### src/rtl/muldiv_ctrl_pkg.sv
// ============================================================================
// Module   : muldiv_ctrl_pkg
// Brief    : Shared types for the MIPS multiply/divide sequencer.
// Revision : 1.0
// ============================================================================
`default_nettype none

package muldiv_ctrl_pkg;

    typedef logic        i1;
    typedef logic [31:0] i32;
    typedef logic [63:0] i64;

    typedef enum logic [1:0] {
        MD_MULT  = 2'd0,
        MD_MULTU = 2'd1,
        MD_DIV   = 2'd2,
        MD_DIVU  = 2'd3
    } muldiv_op_t;

    typedef enum logic [1:0] {
        ST_IDLE    = 2'd0,
        ST_MUL_RUN = 2'd1,
        ST_DIV_RUN = 2'd2,
        ST_DIV_FIX = 2'd3
    } muldiv_state_t;

    // Magnitude of a two's-complement value; passes the raw value when unsigned.
    function automatic i32 abs32(input i32 v, input i1 is_signed);
        return (is_signed && v[31]) ? -v : v;
    endfunction

endpackage

`default_nettype wire

### src/rtl/muldiv_ctrl_div_core.sv
// ============================================================================
// Module   : div_core
// Brief    : 32-step restoring divider iterator on unsigned magnitudes.
// Revision : 1.0
// ============================================================================
`default_nettype none

module div_core
    import muldiv_ctrl_pkg::*;
(
    input  logic        clk,
    input  logic        resetn,
    input  logic        load,
    input  logic        step,
    input  logic [31:0] dividend,
    input  logic [31:0] divisor,
    output logic [31:0] quo,
    output logic [31:0] rem
);

    i32          rem_q;
    i32          quo_q;
    i32          dvsr_q;
    logic [32:0] w_rem_sh;
    logic [32:0] w_diff;

    // Shift rem:quo left by one, then trial-subtract the divisor from the top half.
    assign w_rem_sh = {rem_q, quo_q[31]};
    assign w_diff   = w_rem_sh - {1'b0, dvsr_q};

    always_ff @(posedge clk or negedge resetn) begin
        if (!resetn) begin
            rem_q  <= '0;
            quo_q  <= '0;
            dvsr_q <= '0;
        end else if (load) begin
            rem_q  <= '0;
            quo_q  <= dividend;
            dvsr_q <= divisor;
        end else if (step) begin
            if (!w_diff[32]) begin
                rem_q <= w_diff[31:0];
                quo_q <= {quo_q[30:0], 1'b1};
            end else begin
                rem_q <= w_rem_sh[31:0];
                quo_q <= {quo_q[30:0], 1'b0};
            end
        end
    end

    assign quo = quo_q;
    assign rem = rem_q;

endmodule

`default_nettype wire

### src/rtl/muldiv_ctrl.sv
// ============================================================================
// Module   : muldiv_ctrl
// Brief    : Sequences MULT/MULTU/DIV/DIVU and MTHI/MTLO onto the hi/lo pair.
// Revision : 1.0
// ============================================================================
`default_nettype none

module muldiv_ctrl
    import muldiv_ctrl_pkg::*;
#(
    parameter int MUL_LAT = 1
) (
    input  logic        clk,
    input  logic        resetn,
    input  logic        start,
    input  logic [1:0]  op,
    input  logic [31:0] a,
    input  logic [31:0] b,
    input  logic        flush,
    input  logic        mt_hi,
    input  logic        mt_lo,
    input  logic [31:0] mt_data,
    output logic        busy,
    output logic        done,
    output logic        mt_ready,
    output logic        hi_write,
    output logic        lo_write,
    output logic [31:0] hi_data,
    output logic [31:0] lo_data
);

    muldiv_state_t state_q;
    logic [4:0]    cnt_q;
    i64            prod_q;
    i32            a_q;
    logic          quo_neg_q;
    logic          rem_neg_q;
    logic          dbz_q;

    muldiv_op_t    w_op;
    logic          w_idle;
    logic          w_launch;
    logic          w_is_div;
    logic          w_signed;
    i64            w_ext_a;
    i64            w_ext_b;
    i64            w_prod;
    i32            w_abs_a;
    i32            w_abs_b;
    i32            w_quo;
    i32            w_rem;
    i32            w_div_lo;
    i32            w_div_hi;
    logic          w_res_done;

    assign w_op     = muldiv_op_t'(op);
    assign w_idle   = (state_q == ST_IDLE);
    assign w_launch = w_idle && start && !flush;
    assign w_is_div = (w_op == MD_DIV) || (w_op == MD_DIVU);
    assign w_signed = (w_op == MD_MULT) || (w_op == MD_DIV);

    // Sign/zero-extend to 64 bits; the low 64 bits of the product are then exact.
    assign w_ext_a  = {{32{w_signed & a[31]}}, a};
    assign w_ext_b  = {{32{w_signed & b[31]}}, b};
    assign w_prod   = w_ext_a * w_ext_b;

    assign w_abs_a  = abs32(a, w_signed);
    assign w_abs_b  = abs32(b, w_signed);

    div_core u_div_core (
        .clk      (clk),
        .resetn   (resetn),
        .load     (w_launch && w_is_div),
        .step     ((state_q == ST_DIV_RUN) && !flush),
        .dividend (w_abs_a),
        .divisor  (w_abs_b),
        .quo      (w_quo),
        .rem      (w_rem)
    );

    assign w_div_lo = dbz_q ? 32'hFFFF_FFFF : (quo_neg_q ? -w_quo : w_quo);
    assign w_div_hi = dbz_q ? a_q           : (rem_neg_q ? -w_rem : w_rem);

    assign w_res_done = !flush &&
                        (((state_q == ST_MUL_RUN) && (cnt_q == 5'd0)) ||
                         (state_q == ST_DIV_FIX));

    always_ff @(posedge clk or negedge resetn) begin
        if (!resetn) begin
            state_q   <= ST_IDLE;
            cnt_q     <= '0;
            prod_q    <= '0;
            a_q       <= '0;
            quo_neg_q <= 1'b0;
            rem_neg_q <= 1'b0;
            dbz_q     <= 1'b0;
        end else if (flush) begin
            state_q <= ST_IDLE;
        end else begin
            case (state_q)
                ST_IDLE: begin
                    if (w_launch) begin
                        a_q <= a;
                        if (w_is_div) begin
                            cnt_q     <= 5'd31;
                            quo_neg_q <= (w_op == MD_DIV) && (a[31] ^ b[31]);
                            rem_neg_q <= (w_op == MD_DIV) && a[31];
                            dbz_q     <= (b == 32'd0);
                            state_q   <= ST_DIV_RUN;
                        end else begin
                            prod_q  <= w_prod;
                            cnt_q   <= 5'(MUL_LAT - 1);
                            state_q <= ST_MUL_RUN;
                        end
                    end
                end
                ST_MUL_RUN: begin
                    if (cnt_q == 5'd0) state_q <= ST_IDLE;
                    else               cnt_q   <= cnt_q - 5'd1;
                end
                ST_DIV_RUN: begin
                    if (cnt_q == 5'd0) state_q <= ST_DIV_FIX;
                    else               cnt_q   <= cnt_q - 5'd1;
                end
                ST_DIV_FIX: state_q <= ST_IDLE;
                default:    state_q <= ST_IDLE;
            endcase
        end
    end

    // A completing result owns hi/lo; MT requests only reach hilo while idle.
    always_comb begin
        busy     = !w_idle;
        done     = w_res_done;
        mt_ready = w_idle;
        hi_write = 1'b0;
        lo_write = 1'b0;
        hi_data  = '0;
        lo_data  = '0;
        if (w_res_done) begin
            hi_write = 1'b1;
            lo_write = 1'b1;
            if (state_q == ST_MUL_RUN) begin
                hi_data = prod_q[63:32];
                lo_data = prod_q[31:0];
            end else begin
                hi_data = w_div_hi;
                lo_data = w_div_lo;
            end
        end else if (w_idle && resetn) begin
            hi_write = mt_hi;
            lo_write = mt_lo;
            hi_data  = mt_hi ? mt_data : 32'd0;
            lo_data  = mt_lo ? mt_data : 32'd0;
        end
    end

endmodule

`default_nettype wire

### config.mk
export PLATFORM = sky130hd
export DESIGN_NAME = muldiv_ctrl
export DESIGN_NICKNAME = d
export VERILOG_FILES = /design/src/rtl/muldiv_ctrl_pkg.sv /design/src/rtl/muldiv_ctrl_div_core.sv /design/src/rtl/muldiv_ctrl.sv
export SDC_FILE = /design/constraint.sdc
export NUM_CORES = 2
export LEC_CHECK = 0
export CORE_MARGIN = 1.5
export CORE_UTILIZATION = 65
export DETAILED_ROUTE_END_ITERATION = 8
export PLACE_DENSITY = 0.84
export SETUP_SLACK_MARGIN = 0.1
export SLEW_MARGIN = 25
export SYNTH_ARGS = -nofsm -noshare
export SYNTH_HDL_FRONTEND = slang
export SYNTH_HIERARCHICAL = 1
export SYNTH_SLANG_ARGS = --single-unit
### constraint.sdc
create_clock -name clk -period 5.4 [get_ports clk]
set_input_delay 1.08 -clock clk [delete_from_list [all_inputs] [get_ports clk]]
set_output_delay 1.08 -clock clk [all_outputs]
set_load 0.005 [all_outputs]
==> results of run 1 <==
## cell families after synthesis
kind of cell | Yosys count | share of synthesized area (%)
multiplexers | 47 | 0.903
AO/OA/AOI/OAI | 735 | 8.46
flip-flops | 202 | 9.65
AND/OR/NAND/NOR | 1891 | 16.5
XOR/XNOR | 220 | 3.73
adder cells (fa/ha/maj) | 1381 | 49.1
buffers and inverters | 1610 | 11.6
## per-layer routing
layer | GRT overflow | track usage, %
met1 | 0 | 67.7
met2 | 6 | 84.4
met3 | 0 | 53.9
met4 | 1 | 61.3
met5 | 0 | 35.2
## timing repair
action,4_1_cts
pin swaps,287
setup buffers,102
endpoints found under the setup margin,67
cloned,43
gates resized for setup,747
hold buffers,0
## synthesized netlist by cell type, drive strengths merged (3+ instances only)
cell type	count	area share, %
o21bai	19	0.27
o41ai	16	0.30
nand2b	21	0.25
and2	375	4.5
xor2	80	1.4
nand3b	7	0.10
mux2i	45	0.86
a211o	4	0.067
o31ai	39	0.56
a21oi	175	1.7
fa	1126	43
o22ai	32	0.38
or2	10	0.12
nand4	18	0.21
nor4	7	0.084
nor2b	23	0.27
a221oi	5	0.084
inv	1216	8.7
buf	55	0.48
nor2	188	1.3
o211a	5	0.096
a311oi	13	0.22
dfrtp	202	9.6
and3	22	0.26
or4	27	0.41
clkbuf	338	2.4
nand2	1058	7.6
and4	5	0.084
o21ai	287	2.7
a211oi	22	0.35
a221o	3	0.057
a31oi	26	0.31
nand3	85	0.81
o211ai	14	0.20
ha	255	6.1
or3	20	0.25
xnor2	140	2.4
nor3	22	0.21
o21a	7	0.10
a21o	42	0.60
o2111ai	3	0.050
## through the flow
stage          setup TNS [ns]  setup WS (ns)  hold WS (ns)
4_1_cts               -102.42          -2.60         0.481
2_1_floorplan         -107.71          -3.44         0.443
3_5_place_dp          -170.98          -3.88         0.464
3_3_place_gp          -166.26          -3.77         0.458
==> impl_metrics.env, run 1 <==
export IMPL_ys_types=75
export IMPL_grt_ovfl_total=7
export IMPL_clockBufferDepth=3
export IMPL_netlist_instances=6086
export IMPL_placed_area_um2=59700
export IMPL_cts_buffers=24
export IMPL_grt_max_degree=85
export IMPL_postSynth_asyncResetShare_pct=100
export IMPL_place_hpwl_mm=137
export IMPL_stop_error="[ERROR GRT-0232] Routing congestion too high. Check the congestion heatmap in the GUI."
export IMPL_root_buffer="clkbuf_16"
export IMPL_start_util_pct=66.0
export IMPL_grtUsageTotal_pct=67.7
export IMPL_fp_dieW_um=287
export IMPL_synth_ff_type="dfrtp_1"
export IMPL_fp_dieH_um=287
export IMPL_ys_seq_area_share_pct=9.65
export IMPL_htreeDepth=1
export IMPL_fp_row_count=103
export IMPL_grt_worst_endpoint="prod_q[60]$_DFFE_PN0P_/D"
export IMPL_dpl_cell_count=7496
export IMPL_ys_seq_elements=202
export IMPL_stop_stage="global routing"
export IMPL_io_pins=173
export IMPL_yosys_warnings=6
export IMPL_netlist_area_um2=52400
export IMPL_worstEndpointType="register data pin"
export IMPL_port_buffers=172
export IMPL_status="aborted with a tool error"
export IMPL_syn_avg_cell_area_um2=8.61
export IMPL_synth_edff_count=0
export IMPL_globalplace_congestion=0.992
export IMPL_cts_sinks=202
export IMPL_syn_nets=7571
==> run 2, diff against run 1 <==
Settings changed: CORE_UTILIZATION 65 to 40, PLACE_DENSITY 0.84 to unset, PLACE_DENSITY_LB_ADDON set to 0.15, SETUP_SLACK_MARGIN 0.1 to unset.
==> impl_metrics.env, run 2 <==
export IMPL_yosys_warnings=6
export IMPL_crit_type="input port to flop"
export IMPL_cts_buffers=25
export IMPL_ys_types=75
export IMPL_ys_seq_area_share_pct=9.65
export IMPL_dpl_cell_count=8236
export IMPL_rsz0062_at_grt="yes"
export IMPL_cts_sinks=202
export IMPL_layout_commonest_cell="inv_1"
export IMPL_root_buffer="clkbuf_16"
export IMPL_viasPerCell=5.17
export IMPL_status="finished with violations"
export IMPL_dr_pass1_iters=5
export IMPL_io_pins=173
export IMPL_cpLargestDelayFamily="adder cells"
export IMPL_hold_violations=0
export IMPL_mostFrequentLayoutCells="1133 x inv_1, 1052 x fa_1, 1030 x nand2_1, 565 x buf_4, 338 x and2_1"
export IMPL_post_route_period_util_pct=149
export IMPL_via_count=43500
export IMPL_cts_tree="done"
export IMPL_cp_data_arrival_time_ns=8.44
export IMPL_synthTopCellsByArea="fa_1 43%, dfrtp_1 9.6%, inv_1 8.7%, nand2_1 7.6%, ha_1 6.1%"
export IMPL_top_register="prod_q"
export IMPL_netlist_instances=6086
export IMPL_drtIter0Drc=3003
export IMPL_clkTransAtPathRegs_ns=0.06
export IMPL_placed_area_um2=60600
export IMPL_fp_dieW_um=365
export IMPL_clockBufferDepth=3
export IMPL_stdcell_area_um2=65300
export IMPL_htreeDepth=1
export IMPL_setup_slack_ns=-2.63
export IMPL_synth_top_area_share_pct=43.0
export IMPL_synth_common_cells="1216 x inv_1, 1126 x fa_1, 1058 x nand2_1"
export IMPL_largest_reg_flops=64
export IMPL_maxCapViolations=0
export IMPL_die_area_um2=133000
export IMPL_syn_avg_cell_area_um2=8.61
export IMPL_worstMarginPinSlew_ns=1.00
export IMPL_dr_wl_met2_mm=86.5
export IMPL_start_util_pct=40.4
export IMPL_fin_skew_ns=0.0172
export IMPL_fin_util_pct=50.3
export IMPL_syn_to_final_growth_pct=24.7
export IMPL_drc=0
export IMPL_grtUsageTotal_pct=28.7
export IMPL_globalplace_congestion=0.915
export IMPL_insertion_delay_ns=0.55
export IMPL_multi_input_area_um2=43500
export IMPL_finalNonFillerCells=8415
export IMPL_hp_class="input port to asynchronous set/reset pin"
export IMPL_path_common_cell="fa_1"
export IMPL_finalSetupViolCount=60
export IMPL_final_antenna_net_count=0
export IMPL_cp_slowest_stage_delay_ns=0.60
export IMPL_drive_gt1_share_pct=19.7
export IMPL_fp_row_count=132
export IMPL_grt_max_degree=86
export IMPL_fp_dieH_um=365
export IMPL_crit_path_start_kind="input port"
export IMPL_nFillCells=12300
export IMPL_critical_path_slowest_cell="fa_2"
export IMPL_coreArea_um2=130000
export IMPL_synth_most_common_cell="inv_1"
export IMPL_ys_seq_elements=202
export IMPL_grt_pass1_wl_mm=284
export IMPL_wire_per_inst_um=22.6
export IMPL_grt_pass1_vias=45300
export IMPL_met1_length_mm=83.1
export IMPL_syn_nets=7571
export IMPL_synth_top_cell_by_area="fa_1"
export IMPL_postSynth_asyncResetShare_pct=100
export IMPL_netlist_area_um2=52400
export IMPL_crit_required_ns=5.81
export IMPL_antenna_found_initial=14
export IMPL_wl_met3_mm=13.0
export IMPL_fin_crit_ns=8.03
export IMPL_synth_edff_count=0
export IMPL_relSlewSlack_pct=33.2
export IMPL_maxSlewViolCount=0
export IMPL_fin_nets=8136
export IMPL_max_freq_ghz=0.125
export IMPL_synth_ff_type="dfrtp_1"
export IMPL_crit_buf_inv=6
export IMPL_top_layer_used="met5"
export IMPL_critical_path_endpoint_type="flop"
export IMPL_critical_path_peak_fanout=7
export IMPL_violations="setup timing"
export IMPL_hold_buffers=0
export IMPL_routed_wl_mm=190
export IMPL_port_buffers=172
export IMPL_grt_ovfl_total=0
export IMPL_seqCellArea_um2=5060
export IMPL_timing_hold_ws_ns=0.351
export IMPL_place_hpwl_mm=149
run 2: cell counts after synthesis:
No cell type changed its count.
run 2: area by class of cell:
cell class / instances / share of cell area, %
Inverter: 1217 / 7.01
Clock buffer: 37 / 1.07
Timing Repair Buffer: 931 / 14.2
Clock inverter: 7 / 0.134
Tap cell: 1742 / 3.34
Antenna cell: 5 / 0.0192
Sequential cell: 202 / 7.74
Multi-Input combinational cell: 4274 / 66.5
run 2: worst paths after layout:
kind | start | to | slack (ns) | cells past startpoint
min in group clk | a_q[12]$_DFFE_PN0P_ | a_q[12]$_DFFE_PN0P_ | 0.48 | 2
max reg2reg | u_div_core/quo[31]$_DFFE_PN0P_ | u_div_core/rem[5]$_DFFE_PN0P_ | 1.12 | 15
min reg2reg | a_q[12]$_DFFE_PN0P_ | a_q[12]$_DFFE_PN0P_ | 0.48 | 2
max | b[30] | prod_q[60]$_DFFE_PN0P_ | -2.63 | 26
min | resetn | cnt_q[2]$_DFFE_PN0P_ | 0.35 | 1
max in group asynchronous | resetn | dbz_q$_DFFE_PN0P_ | 3.44 | 3
run 2: worst reg2reg max path, cell delays in order (launching register included):
cell and delay [ns]:
dfrtp_1 0.52, inv_1 0.12, ha_1 0.18, inv_1 0.06, fa_1 0.43, a211oi_2 0.25, o21ai_1 0.18, o31ai_1 0.28
buf_4 0.19, a21oi_1 0.15, a211oi_4 0.55, xor2_4 0.40, buf_4 0.42, nand2_1 0.12, o31a_1 0.11, a211oi_1 0.22
run 2: per-stage QoR:
step / worst slack (ns) / setup TNS [ns]
2_1_floorplan: -3.44 / -107.71
3_3_place_gp: -3.90 / -168.05
3_5_place_dp: -3.94 / -169.05
4_1_cts: -2.81 / -107.99
5_1_grt: -2.87 / -118.44
6_report: -2.63 / -107.01
run 2: layer usage:
layer,vias to the layer above,track usage [%]
li1,19500,-
met1,22400,40.0
met2,1363,46.4
met3,253,4.05
met4,6,8.34
met5,-,0
run 2: kinds of logic (layout without fill, tap and decap cells):
group                    Yosys count  after routing  synth area share, %
AO/OA/AOI/OAI                    735            735                 8.46
XOR/XNOR                         220            220                 3.73
adder cells (fa/ha/maj)         1381           1381                 49.1
buffers and inverters           1610           2192                 11.6
flip-flops                       202            202                 9.65
multiplexers                      47             47                0.903
other                              0              5                    0
AND/OR/NAND/NOR                 1891           1891                 16.5
run 2: timing repair:
action	in CTS	in global routing
setup endpoints to repair	67	66
pin swaps	179	148
cloned	18	1
gates resized for setup	538	277
setup buffers	67	54
Power of run 2 is left out: the tool's default activity adds up to more than one toggle a clock period on the data nets, which glitch-free logic cannot reach.
